`config.mk`:
```
export PLATFORM = sky130hd
export DESIGN_NAME = alu_arbiter
export DESIGN_NICKNAME = d
export VERILOG_FILES = /design/src/rtl/alu_arbiter_pkg.sv /design/src/rtl/alu_arbiter_alu.sv /design/src/rtl/alu_arbiter.sv
export SDC_FILE = /design/constraint.sdc
export NUM_CORES = 1
export LEC_CHECK = 0
export BUFFER_PORTS_ARGS = -buffer_cell sky130_fd_sc_hd__buf_2
export CORE_UTILIZATION = 50
export CTS_BUF_LIST = sky130_fd_sc_hd__clkbuf_16
export DETAILED_ROUTE_END_ITERATION = 7
export PLACE_DENSITY_LB_ADDON = 0.15
export SYNTH_ARGS = -nofsm -noshare
export SYNTH_HDL_FRONTEND = slang
export SYNTH_SLANG_ARGS = --single-unit
export TNS_END_PERCENT = 1
```
`constraint.sdc`:
```
create_clock -name clk -period 4.1 [get_ports clk]
set_input_delay 0.205 -clock clk [delete_from_list [all_inputs] [get_ports clk]]
set_output_delay 0.205 -clock clk [all_outputs]
set_load 0.02 [all_outputs]
```
`src/rtl/alu_arbiter_pkg.sv`:
```
// Shared definitions for the two-client ALU arbiter: function codes and FSM states.
package alu_arbiter_pkg;

  localparam logic [2:0] FN_AND = 3'b000;
  localparam logic [2:0] FN_OR  = 3'b001;
  localparam logic [2:0] FN_ADD = 3'b010;
  localparam logic [2:0] FN_SUB = 3'b110;
  localparam logic [2:0] FN_SLT = 3'b111;

  typedef enum logic [1:0] {
    ST_IDLE = 2'd0,
    ST_EXEC = 2'd1,
    ST_RESP = 2'd2
  } state_t;

endpackage

```
`src/rtl/alu_arbiter_alu.sv`:
```
// Purely combinational ALU shared by both clients; unknown function codes yield zero.
module alu
  import alu_arbiter_pkg::*;
#(
  parameter int WIDTH = 32,
  parameter int FW    = 3
) (
  input  logic [WIDTH-1:0] a,
  input  logic [WIDTH-1:0] b,
  input  logic [FW-1:0]    f,
  output logic [WIDTH-1:0] s
);

  always_comb begin
    s = '0;
    if (f == FW'(FN_AND))      s = a & b;
    else if (f == FW'(FN_OR))  s = a | b;
    else if (f == FW'(FN_ADD)) s = a + b;
    else if (f == FW'(FN_SUB)) s = a - b;
    else if (f == FW'(FN_SLT)) s = {{(WIDTH-1){1'b0}}, ($signed(a) < $signed(b))};
  end

endmodule

```
`src/rtl/alu_arbiter.sv`:
```
// Round-robin arbiter granting one of two clients a single shared ALU; result is
// held in RESP until the owning client acknowledges it.
module alu_arbiter
  import alu_arbiter_pkg::*;
#(
  parameter int WIDTH = 32,
  parameter int FW    = 3
) (
  input  logic             clk,
  input  logic             rst,
  input  logic             req0,
  input  logic             req1,
  input  logic [WIDTH-1:0] a0,
  input  logic [WIDTH-1:0] b0,
  input  logic [WIDTH-1:0] a1,
  input  logic [WIDTH-1:0] b1,
  input  logic [FW-1:0]    f0,
  input  logic [FW-1:0]    f1,
  output logic             gnt0,
  output logic             gnt1,
  output logic             rvalid0,
  output logic             rvalid1,
  output logic [WIDTH-1:0] rdata,
  output logic             rzero,
  input  logic             rack0,
  input  logic             rack1
);

  state_t           state_q;
  logic             owner_q;
  logic             last_q;
  logic [WIDTH-1:0] a_q;
  logic [WIDTH-1:0] b_q;
  logic [FW-1:0]    f_q;
  logic [WIDTH-1:0] rdata_q;
  logic             rzero_q;
  logic             rvalid0_q;
  logic             rvalid1_q;

  logic             win1;
  logic             owner_rack;
  logic [WIDTH-1:0] alu_s;

  // On contention the client not served last wins; last_q holds the last owner.
  assign win1       = req1 && (!req0 || !last_q);
  assign owner_rack = owner_q ? rack1 : rack0;

  // Grants are combinational but must vanish the instant reset is applied.
  assign gnt0 = !rst && (state_q == ST_IDLE) && req0 && !win1;
  assign gnt1 = !rst && (state_q == ST_IDLE) && win1;

  alu #(
    .WIDTH(WIDTH),
    .FW   (FW)
  ) u_alu (
    .a(a_q),
    .b(b_q),
    .f(f_q),
    .s(alu_s)
  );

  always_ff @(posedge clk or posedge rst) begin
    if (rst) begin
      state_q   <= ST_IDLE;
      owner_q   <= 1'b0;
      last_q    <= 1'b1;
      a_q       <= '0;
      b_q       <= '0;
      f_q       <= '0;
      rdata_q   <= '0;
      rzero_q   <= 1'b0;
      rvalid0_q <= 1'b0;
      rvalid1_q <= 1'b0;
    end else begin
      case (state_q)
        ST_IDLE: begin
          if (req0 || req1) begin
            a_q     <= win1 ? a1 : a0;
            b_q     <= win1 ? b1 : b0;
            f_q     <= win1 ? f1 : f0;
            owner_q <= win1;
            state_q <= ST_EXEC;
          end
        end
        ST_EXEC: begin
          rdata_q   <= alu_s;
          rzero_q   <= (alu_s == '0);
          rvalid0_q <= !owner_q;
          rvalid1_q <= owner_q;
          state_q   <= ST_RESP;
        end
        ST_RESP: begin
          if (owner_rack) begin
            rvalid0_q <= 1'b0;
            rvalid1_q <= 1'b0;
            last_q    <= owner_q;
            state_q   <= ST_IDLE;
          end
        end
        default: state_q <= ST_IDLE;
      endcase
    end
  end

  assign rvalid0 = rvalid0_q;
  assign rvalid1 = rvalid1_q;
  assign rdata   = rdata_q;
  assign rzero   = rzero_q;

endmodule

```
==> impl_metrics.json, run 1 <==
{
  "critPathLaunchType": "flop",
  "diodes": 0,
  "cp-end-kind": "flop",
  "io_pins": 177,
  "rows": 51,
  "totalWireLength_mm": 33.2,
  "dpl.cell_count": 1740,
  "clk_latency_ns": 0.35,
  "synth-seq-cells": 106,
  "fin_nets": 1726,
  "clk_path_buf_depth": 2,
  "fin_cells": 1758,
  "vias": 10188,
  "area_growth_pct": 15.6,
  "die_h_um": 142,
  "firstDrtPassIters": 5,
  "initial_utilization_pct": 50.8,
  "finalHoldViolCount": 0,
  "coreArea_um2": 19400,
  "wl_per_cell_um": 18.9,
  "drtIter0Drc": 932,
  "ys_warn_count": 0,
  "status": "finished, final reports clean",
  "critical_path_required_ns": 4.34,
  "final_cell_area_um2": 11400,
  "slew_viol_final": 0,
  "die_area_um2": 20300,
  "global_route.usage.met3_pct": 4.04,
  "portBuffers": 176,
  "use_met1_pct": 52.9,
  "rsz0062_at_grt": "false",
  "setup_violations": 0,
  "reg2reg_depth": 12,
  "cts_root_buf": "clkbuf_16",
  "min_path_type": "primary input to asynchronous set/reset pin",
  "period_minus_slack_ns": 3.95,
  "r2r-start": "a_q[6]$_DFFE_PP0P_",
  "slew_headroom_pct": 38.8,
  "synth.area.top_cells": "dfrtp_1, ha_1, nand2_1, nor2_1, a31oi_1",
  "antenna_found_initial": 1,
  "h-tree-depth": 3,
  "fillers": 1914,
  "seq_area_frac_synth_pct": 26.9,
  "timing_worst_setup_path_type": "flop to flop",
  "finClkSkew_ns": 0.0142,
  "max_freq_mhz": 253,
  "synthDistinctLibCells": 89,
  "synth_nets": 1569,
  "worst_pin_slew_ns": 0.918,
  "busiest_layer": "met1",
  "finalSetupTns_ns": 0,
  "path_clk_slew_ns": 0.08,
  "ctsHoldBuffers": 0,
  "crit_arrival_ns": 4.19,
  "cts_sinks": 106,
  "avgViaCountPerCell": 5.80,
  "synth_edf_count": 0,
  "grt_use_total_pct": 33.0,
  "overflow": 0,
  "rr_endpoint": "rzero$_DFFE_PP0P_",
  "avgSynthCellArea_um2": 7.41,
  "cts_tree": "done",
  "dp_hpwl_mm": 26.3,
  "numCtsBuffers": 9,
  "placed_area_um2": 11100,
  "cap_violations": 0,
  "drc_errors": 0,
  "first_global_vias": 9053,
  "grt_pass1_wl_mm": 51.3,
  "place_congestion": 0.971,
  "fin_crit_sh_pct": 96.3,
  "ff2ff_setup_slack_ns": 0.15,
  "yosysTopAreaCellShare_pct": 26.6,
  "grt_max_degree": 75,
  "die_x_um": 142,
  "post-route-util_pct": 58.8,
  "syn_area_um2": 9860,
  "synthArstFlopShare_pct": 100,
  "synth_area_leader_cell": "dfrtp_1",
  "syn_inst": 1331,
  "synth-main-ff-cell": "dfrtp_1",
  "cp_max_fo": 11,
  "antenna_left": 0,
  "use_met2_pct": 46.1,
  "drive_above_1_share_pct": 18.6
}
## placed cells by master (no fill, tap or decap), drive strengths merged, types with 10 or more instances in the layout
master,Yosys,final
nor4,11,11
inv,118,122
a31oi,77,77
ha,96,96
nand4,15,15
a21oi,84,84
a22oi,10,10
nor2b,18,18
nand3,21,21
o21ai,69,69
nor2,146,146
nor3,23,23
xnor2,11,11
mux2i,24,24
a211oi,19,19
buf,19,227
o31ai,14,14
o211ai,11,11
dfrtp,105,105
nand2,230,230
## per-stage QoR
stage | hold slack [ns] | worst slack (ns)
after floorplan | 0.353 | 0.660
after global placement | 0.449 | 0.177
after detailed placement | 0.457 | 0.129
after CTS | 0.0826 | 0.0945
after global routing | 0.0914 | 0.0180
final | 0.0468 | 0.152
## synth_stat cells (all sizes together), types with 6 or more instances
master / number
a2111oi: 9
nand2: 230
ha: 96
xnor2: 11
o21ai: 69
nand2b: 8
buf: 19
a31oi: 77
mux2i: 24
mux2: 6
a21o: 8
nand3: 21
nor2: 146
nor2b: 18
clkbuf: 62
nor3: 23
a22oi: 10
a21oi: 84
nor4: 11
inv: 118
or3: 6
or2: 7
a221oi: 6
dfrtp: 105
nand4: 15
o211ai: 11
a211oi: 19
o22ai: 6
o31ai: 14
a211o: 7
## layout make-up
type	instances	area [µm²]	area share [%]
Clock buffer	9	225	1.98
Clock inverter	7	46.3	0.406
Inverter	119	449	3.94
Multi-Input combinational cell	1025	6430	56.4
Sequential cell	106	2660	23.3
Tap cell	265	332	2.91
Timing Repair Buffer	227	1260	11.1
## layer usage
| metal | vias to the layer above | routed length, µm | share of wire, % |
|---|---|---|---|
| met1 | 4752 | 17000 | 51 |
| li1 | 4967 | - | - |
| met4 | 2 | 406 | 1.2 |
| met3 | 35 | 2390 | 7.2 |
| met2 | 432 | 13400 | 40 |
| met5 | - | 13 | 0.039 |
## cell families after synthesis
kind of cell	share of synthesized area, %
AOI/OAI and AO/OA	25.2
xor gates and xnor gates	1.42
adders and majority gates	12.6
buffers and inverters	8.16
DFF	26.9
muxes	3.12
and+or+nand+nor	22.6
## worst max-delay path by stage
stage	startpoint	endpoint	cells after the start
CTS	b_q[3]$_DFFE_PP0P_	rzero$_DFFE_PP0P_	15
detailed placement	b_q[3]$_DFFE_PP0P_	rzero$_DFFE_PP0P_	15
floorplan	a_q[7]$_DFFE_PP0P_	rzero$_DFFE_PP0P_	13
global route	a_q[6]$_DFFE_PP0P_	rzero$_DFFE_PP0P_	12
global placement	b_q[3]$_DFFE_PP0P_	rzero$_DFFE_PP0P_	15
finish	a_q[6]$_DFFE_PP0P_	rzero$_DFFE_PP0P_	12
## state kept, by name (all words and copies together), names as in the netlist
signal / flops
a_q: 32
rzero: 1
last_q: 1
owner_q: 1
state_q: 2
b_q: 32
rvalid1: 1
rdata: 32
f_q: 3
rvalid0: 1
## critical path, stage by stage, from the launching register on
cell and delay [ns]:
dfrtp_1 0.40, inv_1 0.06, ha_1 0.44, nor3b_1 0.21
or4_4 0.52, a2111oi_4 0.37, o21ai_2 0.19, a2111oi_4 0.50
o21ai_1 0.13, or3_1 0.35, a311oi_2 0.25, nand4_1 0.14
o41ai_2 0.28
## repair_timing
item                                    in CTS  in global routing
resized for setup                            0                  4
endpoints found under the setup margin       0                  1
buffers inserted                             0                  2
Power of run 1 is left out: the tool's default activity adds up to more than one toggle a clock period on the data nets, which glitch-free logic cannot reach.
==> run 2: changes to the inputs <==
Settings changed: PLACE_DENSITY_LB_ADDON 0.15 to 0.08.
==> impl_metrics.json, run 2 (synthesis results as in run 1) <==
{
  "portBuffers": 176,
  "h-tree-depth": 3,
  "first_global_vias": 9006,
  "cp-end-kind": "flop",
  "wl_met1_mm": 16.2,
  "finClkSkew_ns": 0.0127,
  "critical_path_required_ns": 4.36,
  "rsz0062_at_grt": "false",
  "critPathLaunchType": "flop",
  "cts_root_buf": "clkbuf_16",
  "place_congestion": 0.988,
  "cts_sinks": 106,
  "dp_hpwl_mm": 25.8,
  "area_growth_pct": 16.3,
  "clk_path_buf_depth": 2,
  "initial_utilization_pct": 50.8,
  "routed.top_layer": "met4",
  "timing_worst_setup_path_type": "flop to flop",
  "vias": 10189,
  "cts_tree": "done",
  "rows": 51,
  "period_minus_slack_ns": 3.93,
  "layout_commonest_cell": "nand2_1",
  "die_x_um": 142,
  "max_freq_mhz": 254,
  "setup_violations": 0,
  "cap_violations": 0,
  "avgViaCountPerCell": 5.79,
  "grt_pass1_wl_mm": 50.6,
  "numCtsBuffers": 9,
  "finalSetupTns_ns": 0,
  "placed_area_um2": 11100,
  "finalHoldViolCount": 0,
  "cp_max_fo": 5,
  "slew_headroom_pct": 49.5,
  "die_h_um": 142,
  "final_cell_area_um2": 11500,
  "io_pins": 177,
  "fin_crit_sh_pct": 95.8,
  "antenna_left": 0,
  "slew_viol_final": 0,
  "path_clk_slew_ns": 0.08,
  "clk_latency_ns": 0.37,
  "status": "finished, final reports clean",
  "crit_arrival_ns": 4.19,
  "min_path_type": "primary input to flop",
  "wl_per_cell_um": 18.6,
  "drtIter0Drc": 1070,
  "firstDrtPassIters": 5,
  "antenna_found_initial": 0,
  "wl_met2_mm": 13.1,
  "grt_use_total_pct": 32.7,
  "worst_pin_slew_ns": 0.758,
  "diodes": 0,
  "totalWireLength_mm": 32.8,
  "overflow": 0,
  "drc_errors": 0,
  "final_cell_mix": "nand2_1, buf_2, nor2_1",
  "die_area_um2": 20300,
  "hold_path_depth": 3,
  "reg2reg_depth": 13,
  "fin_nets": 1729,
  "grt_max_degree": 63,
  "drive_above_1_share_pct": 18.9,
  "met3_wirelength_mm": 2.96,
  "coreArea_um2": 19400
}
-- run 2: cell type report --
class                   count  area (µm²)
clock buffers               9         225
clock inverters             7        70.1
fillers                  1925        7930
inverters                 119         449
multi-input cells        1025        6440
flip-flops and latches    106        2660
well taps                 265         332
repair buffers            230        1300
-- run 2: through the flow --
stage | utilization, % | hold slack (ns) | instances | worst slack [ns]
2_1_floorplan | - | 0.353 | 1331 | 0.660
3_3_place_gp | 57.4 | 0.348 | 1743 | 0.0140
3_5_place_dp | 57.4 | 0.361 | 1743 | 0.0740
4_1_cts | 59.0 | 0.0729 | 1760 | 0.0429
5_1_grt | 59.1 | 0.0885 | 1761 | 0.0205
6_report | 59.1 | 0.0799 | 1761 | 0.171
-- run 2: metal layers --
| layer | vias to the layer above | GRT usage, % |
|---|---|---|
| met4 | 0 | 8.66 |
| met5 | - | 0 |
| met3 | 36 | 5.15 |
| li1 | 4978 | - |
| met2 | 467 | 45.2 |
| met1 | 4708 | 51.4 |
-- run 2: what timing repair did --
action / in CTS / in global routing
gates resized for setup: 0 / 7
endpoints found under the hold margin: 47 / 0
hold buffers: 1 / 0
endpoints found under the setup margin: 0 / 1
buffers inserted: 0 / 1
-- run 2: critical path, cell delays in order, from the launching register on --
cell      delay, ns
dfrtp_1        0.39
ha_1           0.25
fa_1           0.43
a211oi_1       0.33
buf_4          0.20
nor4_1         0.07
o21bai_1       0.21
a31oi_2        0.20
a221oi_1       0.53
nor4_1         0.12
or3_1          0.40
a311oi_2       0.27
nand4_1        0.14
o41ai_2        0.28
-- run 2: worst paths after layout --
| kind | from | endpoint | slack (ns) |
|---|---|---|---|
| hold / removal | b1[5] | b_q[5]$_DFFE_PP0P_ | 0.08 |
| setup / recovery | a_q[0]$_DFFE_PP0P_ | rzero$_DFFE_PP0P_ | 0.17 |
| min in group asynchronous | rst | b_q[17]$_DFFE_PP0P_ | 0.48 |
| setup reg to reg | a_q[0]$_DFFE_PP0P_ | rzero$_DFFE_PP0P_ | 0.17 |
| max in group asynchronous | rst | rdata[17]$_DFFE_PP0P_ | 2.86 |
| hold reg to reg | rdata[19]$_DFFE_PP0P_ | rdata[19]$_DFFE_PP0P_ | 0.47 |
Power of run 2 is left out for the same reason.
